==> src/rtl/db_reg_bank_if.sv <==
// db_reg_bank_if: data-bus slave interface and window configuration type
package db_reg_bank_pkg;
  localparam logic [31:0] CFG_BADR_LED = 32'h0000_3000;
  localparam logic [31:0] CFG_MADR_LED = 32'hFFFF_FF00;
  typedef struct packed {
    logic [31:0] base_addr;
    logic [31:0] addr_mask;
  } bus_conf_t;
endpackage

interface db_reg_bank_if;
  logic req;
  logic we;
  logic [31:0] addr;
  logic [3:0] be;
  logic [31:0] wdata;
  logic gnt;
  logic rvalid;
  logic [31:0] rdata;
  logic err;
  db_reg_bank_pkg::bus_conf_t conf;
  modport master (output req, we, addr, be, wdata, input gnt, rvalid, rdata, err, conf);
  modport slave (input req, we, addr, be, wdata, output gnt, rvalid, rdata, err, conf);
endinterface

==> src/rtl/db_reg_bank.sv <==
// db_reg_bank: byte-enable register bank with RO status slots, write strobes and error responses
module db_reg_bank
  import db_reg_bank_pkg::*;
#(
  parameter logic [31:0] base_addr = CFG_BADR_LED,
  parameter logic [31:0] addr_mask = CFG_MADR_LED,
  parameter int NUM_REGS = 4,
  parameter logic [NUM_REGS*32-1:0] REG_INIT = '0,
  parameter logic [NUM_REGS-1:0] RO_MASK = '0
) (
  input  logic clk,
  input  logic rst,
  output logic [NUM_REGS*32-1:0] reg_data_o,
  output logic [NUM_REGS-1:0] reg_wr_o,
  input  logic [NUM_REGS*32-1:0] status_i,
  db_reg_bank_if.slave dslv
);
  localparam int IDX_W = NUM_REGS > 1 ? $clog2(NUM_REGS) : 1;
  typedef enum logic {IDLE, ACCESS} state_t;
  state_t state, next;
  logic [IDX_W-1:0] idx;
  logic hit, ro;
  logic [31:0] rd_val, rdata_q;
  logic err_q;
  logic [NUM_REGS-1:0] wr_sel, wr_q;
  logic [31:0] regs [NUM_REGS];
  logic unused;
  assign idx = dslv.addr[2+:IDX_W];
  assign unused = ^{dslv.addr[1:0], dslv.addr[31:2+IDX_W], status_i};
  assign dslv.gnt = dslv.req;
  assign dslv.conf = '{base_addr, addr_mask};
  assign reg_wr_o = wr_q;
  always_comb begin
    hit = 1'b0;
    ro = 1'b0;
    rd_val = '0;
    wr_sel = '0;
    for (int i = 0; i < NUM_REGS; i++) begin
      wr_sel[i] = dslv.req && dslv.we && !RO_MASK[i] && idx == IDX_W'(i);
      if (idx == IDX_W'(i)) begin
        hit = 1'b1;
        ro = RO_MASK[i];
        rd_val = RO_MASK[i] ? status_i[32*i+:32] : regs[i];
      end
    end
  end
  // Reset masks a pending response immediately, so no rvalid escapes a reset cycle
  always_comb begin
    next = dslv.req ? ACCESS : IDLE;
    dslv.rvalid = state == ACCESS && !rst;
    dslv.rdata = dslv.rvalid ? rdata_q : '0;
    dslv.err = dslv.rvalid && err_q;
  end
  always_ff @(posedge clk) begin
    if (rst) begin
      state <= IDLE;
      rdata_q <= '0;
      err_q <= 1'b0;
      wr_q <= '0;
    end else begin
      state <= next;
      rdata_q <= dslv.req && !dslv.we && hit ? rd_val : '0;
      err_q <= dslv.req && (!hit || (dslv.we && ro));
      wr_q <= wr_sel;
    end
  end
  always_ff @(posedge clk) begin
    for (int i = 0; i < NUM_REGS; i++) begin
      if (rst)
        regs[i] <= REG_INIT[32*i+:32];
      else if (wr_sel[i])
        for (int b = 0; b < 4; b++)
          if (dslv.be[b]) regs[i][8*b+:8] <= dslv.wdata[8*b+:8];
    end
  end
  for (genvar i = 0; i < NUM_REGS; i++) begin : g_out
    assign reg_data_o[32*i+:32] = RO_MASK[i] ? '0 : regs[i];
  end
endmodule

==> src/flat_wrapper.sv <==
// flat-port wrapper written by rule: the top's interface ports become plain ports
module db_reg_bank_flat import db_reg_bank_pkg::*;
#(
  parameter logic [31:0] base_addr = CFG_BADR_LED,
  parameter logic [31:0] addr_mask = CFG_MADR_LED,
  parameter int NUM_REGS = 4,
  parameter logic [NUM_REGS*32-1:0] REG_INIT = '0,
  parameter logic [NUM_REGS-1:0] RO_MASK = '0
)
  (clk, rst, reg_data_o, reg_wr_o, status_i, dslv_req, dslv_we, dslv_addr, dslv_be, dslv_wdata, dslv_gnt, dslv_rvalid, dslv_rdata, dslv_err, dslv_conf);
  db_reg_bank_if dslv_i ();
  input  logic clk;
  input  logic rst;
  output logic [NUM_REGS*32-1:0] reg_data_o;
  output logic [NUM_REGS-1:0] reg_wr_o;
  input  logic [NUM_REGS*32-1:0] status_i;
  input wire logic [$bits(dslv_i.req)-1:0] dslv_req;
  input wire logic [$bits(dslv_i.we)-1:0] dslv_we;
  input wire logic [$bits(dslv_i.addr)-1:0] dslv_addr;
  input wire logic [$bits(dslv_i.be)-1:0] dslv_be;
  input wire logic [$bits(dslv_i.wdata)-1:0] dslv_wdata;
  output wire logic [$bits(dslv_i.gnt)-1:0] dslv_gnt;
  output wire logic [$bits(dslv_i.rvalid)-1:0] dslv_rvalid;
  output wire logic [$bits(dslv_i.rdata)-1:0] dslv_rdata;
  output wire logic [$bits(dslv_i.err)-1:0] dslv_err;
  output wire logic [$bits(dslv_i.conf)-1:0] dslv_conf;
  assign dslv_i.req = dslv_req;
  assign dslv_i.we = dslv_we;
  assign dslv_i.addr = dslv_addr;
  assign dslv_i.be = dslv_be;
  assign dslv_i.wdata = dslv_wdata;
  assign dslv_gnt = dslv_i.gnt;
  assign dslv_rvalid = dslv_i.rvalid;
  assign dslv_rdata = dslv_i.rdata;
  assign dslv_err = dslv_i.err;
  assign dslv_conf = dslv_i.conf;
  db_reg_bank #(.base_addr(base_addr), .addr_mask(addr_mask), .NUM_REGS(NUM_REGS), .REG_INIT(REG_INIT), .RO_MASK(RO_MASK)) u_core (.clk(clk), .rst(rst), .reg_data_o(reg_data_o), .reg_wr_o(reg_wr_o), .status_i(status_i), .dslv(dslv_i));
endmodule
==> config.mk <==
export PLATFORM = sky130hd
export DESIGN_NAME = db_reg_bank_flat
export DESIGN_NICKNAME = d
export VERILOG_FILES = /design/src/rtl/db_reg_bank_if.sv /design/src/rtl/db_reg_bank.sv /design/src/flat_wrapper.sv
export SDC_FILE = /design/constraint.sdc
export NUM_CORES = 1
export LEC_CHECK = 0
export ABC_AREA = 1
export CORE_AREA = 2 2 169 171
export CTS_BUF_LIST = sky130_fd_sc_hd__clkbuf_2
export CTS_CLUSTER_DIAMETER = 30
export DETAILED_ROUTE_END_ITERATION = 8
export DIE_AREA = 0 0 171 173
export PLACE_DENSITY = 0.71
export SLEW_MARGIN = 20
export SYNTH_ARGS = -nofsm -noshare
export SYNTH_HDL_FRONTEND = slang
export SYNTH_SLANG_ARGS = --single-unit
==> constraint.sdc <==
create_clock -name clk -period 4.9 [get_ports clk]
set_input_delay 0.98 -clock clk [delete_from_list [all_inputs] [get_ports clk]]
set_output_delay 0.98 -clock clk [all_outputs]
set_load 0.01 [all_outputs]
Word level (Yosys, flattened, before mapping):

Memories as Yosys holds them, arrays and structs flattened.
Cells that the tools add are included.

* register bits after elaboration: 38
* bits in writable memories: 128
* memories: 1

* equality and inequality tests: 3
* mux-type cells: 80
* bitwise logic cells: 17
* reduce and logical (&&, ||, !) cells: 15

Memories
* u_core.regs: words 4, width 32, read ports 4, clocked after memory_dff 0, write ports 4, RTL line db_reg_bank.sv:26 `logic [31:0] regs [NUM_REGS];`

Operator list (count)
* $mux 32: 5
* $mux 8: 16
* $mux 1: 59
* $or 1x1->1: 16
* $logic_and 1x1->1: 10
* $eq 2x2->1 const B: 2
* $logic_not 1->1: 3
* $eq 2x1->1 const B: 1
* $logic_not 2->1: 1
* $reduce_or 2->1: 1
* $not 1->1: 1

Longest topological paths before layout:

* word-level depth: 8
* mapped depth: 7

Worst setup path before layout:

No wires, ideal clock.

* path type: in2out
* start point: in rst
* end point: out dslv_rdata[22]
* arrival time: 1.596 ns
* required time: 3.920 ns
* slack: 2.324 ns
* stages on the path: 4
* path buffers: 1
* path through: inv_1 -> nand2_1 -> buf_2 -> nor2_1

* cells in the longest elaborated chain, start to end: 3

Ends and longest elaborated chain
* from (decl): RTL line flat_wrapper.sv:13 `input logic rst;`
* $logic_not 1->1: RTL line db_reg_bank.sv:50 `dslv.rvalid = state == ACCESS && !rst;`
* $logic_and 1x1->1: RTL line db_reg_bank.sv:50
* $mux 32: RTL line db_reg_bank.sv:51 `dslv.rdata = dslv.rvalid ? rdata_q : '0;`
* to (decl): RTL line flat_wrapper.sv:24 `output wire logic [$bits(dslv_i.rdata)-1:0] dslv_rdata;`

No other way between the ends.

Worst setup path in the final report:

* start point: in rst
* end point: out dslv_rdata[11]

Same word-level chain as after synthesis.

==> run summary <==
Setup violations remaining at the end of the flow were counted as 0. The total number of nets in the final design is 1228, and the basic-gate share of the synthesized area counting and, or, nand and nor cells is 0.222. For the combinational power share, the log shows 0.147. The multiplexer share of the synthesized area is 0.

The tools report the clock root buffer as sky130_fd_sc_hd__clkbuf_2. The worst setup path is captured at a primary output. The max-slew violation count is 0, and the number of violations of the max-capacitance limit is 0. The first global-routing pass estimated 35200 µm of wire. Dividing the detail-routed wire length by the instance count gives 17.3 µm.

Global placer's final weighted congestion: 0.772. The fraction of final layout cells sized beyond drive strength 1 is 0.0808. In this run the register-to-register setup slack is 3.95 ns. The sequential fraction of the synthesis area is 0.608.

The run gives 5866 as the number of global-route vias before repair. The period utilization works out to 0.817. IR analysis of the VDD net gives a maximum drop of 0.124 mV. The xor/xnor share of the synthesized area was 0. The H-tree was split into 4 levels.

Subtracting the final worst setup slack from the clock period gives 4.00 ns. Filler cell count: 2781. The worst setup path is launched from an input pin.

In this run the cell area of the synthesized design comes to 7570 µm². For this design the total switching power over the nets is 0.802 mW. The complex-gate fraction of the synthesized area came out at 0.0317. After detailed routing, the number of vias per cell comes to 4.24.

Achievable clock frequency: 0.250 GHz. Post-route total power: 2.86 mW. For this run, design rule violations remaining after detail routing come to 0. The cell count after synthesis came out at 808. Data on the critical path arrives at its endpoint at 3.02 ns.

The setup total negative slack came out at 0 ns. Measured along the x axis, the die boundary spans 171 µm. The class of the worst hold path was reg2reg.

The standard cell core area came out at 27600 µm². Along the worst hold path, the cell count comes to 4. The tools report the via count as 6023. The flow ran to the end, and the final reports show no timing, DRC or antenna violations. The destination of the worst hold path was u_core.rdata_q[22]. The largest buffer count on any clock path is 2, and the area growth from synthesis to layout is 34.5%. The logs give 17 for the number of CTS-inserted buffers and 29600 µm² for the area enclosed by the die boundary. By area, the combinational part of the netlist is dominated by simple AND/OR/NAND/NOR gates.

Clock-pin slew was measured on the worst setup and hold paths at 0.26 ns. After synthesis, the mean cell area works out to 9.37 µm². TritonCTS built the clock tree. The static power due to leakage is 4.19 nW, and the unique cell type count in the Yosys netlist is 18. The start point of the critical path is rst. The number of cells on the worst reg-to-reg path is 4. The number of standard-cell rows in the floorplan is 61, and the slew at the pin closest to its max-slew limit is 1.04 ns. Clock share of power: 0.283. Post-CTS timing repair inserted 0 buffers for setup. The run gives 431 as the boundary pin count. The startpoint identified for the worst hold timing path is u_core.regs[0][22]. The HPWL after detailed placement is 16600 µm.

The post-synthesis adder-cell area fraction was 0; the total number of yosys warnings was 0. The sequential cell fraction of total power is 0.570, and the number of antenna violations at the first check in global routing is 1. Once detail routing completed, the nets flagged for antenna violations numbered 0. Between clock sinks in the finished design, the worst skew comes to 0.0236 ns.

The power density over the cells was 281 nW/µm². The worst register-to-register path begins at u_core.regs[2][29]. Buffers inserted to repair hold after CTS numbered 0. The routed design has 24600 µm of wire. The worst flop-to-flop path endpoint was u_core.rdata_q[29]. The switching power as a share of total power was 0.280. The DRC marker count from the first detailed-route iteration was 389; the die extent in y was 173 µm.

After global routing the overflow that remains totals 0. Buffers placed on the I/O ports in this run total 208. The classification of the worst setup path is in2out. The tools report the starting density of the core as 0.274. After synthesis the netlist holds a flip-flop and latch count of 166. The relative max-transition margin was 0.298.

The tools report the global-route usage over all layers as 0.164. The number of clock sinks is 166. The run gives 0 as the count of final hold-check violations.

Setup repair after global routing left no endpoint under its margin. The tools report the first-pass iteration count of the detailed router as 5. The internal portion of the total power is 2.06 mW.

Entering global routing, the biggest net connects 46 pins. The later-pin clock latency in the skew report came out at 0.71 ns. The number of gates resized after CTS was 0. Along the worst path, the maximum fanout reaches 23.

The run gives 3.92 ns as the critical path data required time.
## synth_stat cells, drive strengths merged
| cell | instances | area share |
|---|---|---|
| clkbuf | 7 | 0.0035 |
| o21ai | 48 | 0.032 |
| inv | 111 | 0.055 |
| conb | 2 | 0.00099 |
| nand3 | 80 | 0.063 |
| edfxtp | 128 | 0.51 |
| nor2 | 235 | 0.12 |
| dfxtp | 38 | 0.10 |
| buf | 87 | 0.079 |
| nand2 | 72 | 0.037 |
## layer usage
layer  routed length [µm]  GRT usage
met5                    0          0
met4                  462     0.0530
met3                 1550     0.0309
met2                12500      0.292
met1                10000      0.197
## stage by stage
step	util	hold slack (ns)	setup slack, ns	std cells	instance area (µm²)
floorplan	-	0.609	2.32	871	7800
global placement	0.359	0.560	0.826	1387	9910
detailed placement	0.359	0.562	0.829	1387	9910
CTS	0.368	0.612	0.823	1418	10200
global route	0.368	0.664	0.671	1419	10200
finish	0.368	0.602	0.896	1419	10200
## power groups by stage
| stage | Combinational, mW | Sequential [mW] | Clock (mW) |
|---|---|---|---|
| after floorplan | 0.182 | 1.69 | 0 |
| after global placement | 0.420 | 1.66 | 0 |
| after detailed placement | 0.425 | 1.66 | 0 |
| after CTS | 0.427 | 1.63 | 0.834 |
| after global routing | 0.457 | 1.64 | 0.879 |
| final | 0.421 | 1.63 | 0.810 |
## registers in the layout, indices dropped and copies added, names as in the netlist
name,flops
u_core.rdata_q,32
u_core.state,1
u_core.reg_wr_o,4
u_core.err_q,1
u_core.regs,128
## how the worst max path moves through the flow
stage,end,depth (start not counted)
detailed placement,dslv_rdata[11],6
global placement,dslv_rdata[11],6
finish,dslv_rdata[11],6
floorplan,dslv_rdata[22],4
global route,dslv_rdata[14],6
CTS,dslv_rdata[11],6
## cells in the final DEF, fill, tap and decap left out
master,n
sky130_fd_sc_hd__nor2_1,230
sky130_fd_sc_hd__clkdlybuf4s50_1,206
sky130_fd_sc_hd__edfxtp_1,128
sky130_fd_sc_hd__inv_1,108
sky130_fd_sc_hd__nand2_1,68
sky130_fd_sc_hd__conb_1,65
sky130_fd_sc_hd__nand3_1,64
sky130_fd_sc_hd__o21ai_0,48
sky130_fd_sc_hd__dfxtp_1,38
sky130_fd_sc_hd__buf_4,24
sky130_fd_sc_hd__clkbuf_2,17
sky130_fd_sc_hd__nand3_2,16
sky130_fd_sc_hd__nand2_2,4
sky130_fd_sc_hd__inv_6,4
sky130_fd_sc_hd__nor2_4,3
sky130_fd_sc_hd__inv_2,3
sky130_fd_sc_hd__bufinv_16,3
sky130_fd_sc_hd__clkinvlp_4,3
sky130_fd_sc_hd__clkinv_4,2
sky130_fd_sc_hd__buf_2,2
sky130_fd_sc_hd__diode_2,1
sky130_fd_sc_hd__nor2_8,1
sky130_fd_sc_hd__nor2_2,1
sky130_fd_sc_hd__clkinv_1,1
sky130_fd_sc_hd__clkinv_2,1
## worst max-delay path, cell delays in order
cell,delay [ns]
sky130_fd_sc_hd__clkdlybuf4s50_1,0.56
sky130_fd_sc_hd__inv_1,0.15
sky130_fd_sc_hd__nand2_2,0.34
sky130_fd_sc_hd__buf_4,0.33
sky130_fd_sc_hd__nor2_1,0.11
sky130_fd_sc_hd__clkdlybuf4s50_1,0.54
## area by class of cell
type	count	area (µm²)	share of cell area
Timing Repair Buffer	232	2250	0.221
Clock inverter	14	174	0.0171
Antenna cell	1	2.50	0.000246
Inverter	111	417	0.0409
Clock buffer	17	85.1	0.00836
Multi-Input combinational cell	500	2170	0.213
Sequential cell	166	4600	0.452
Tap cell	378	473	0.0465
## kinds of logic after synthesis
family                 Yosys count
other                            2
AND/OR/NAND/NOR                387
flip-flops                     166
buffers and inverters          205
AO/OA/AOI/OAI                   48
Note: power is estimated with default switching activity, not from simulation.
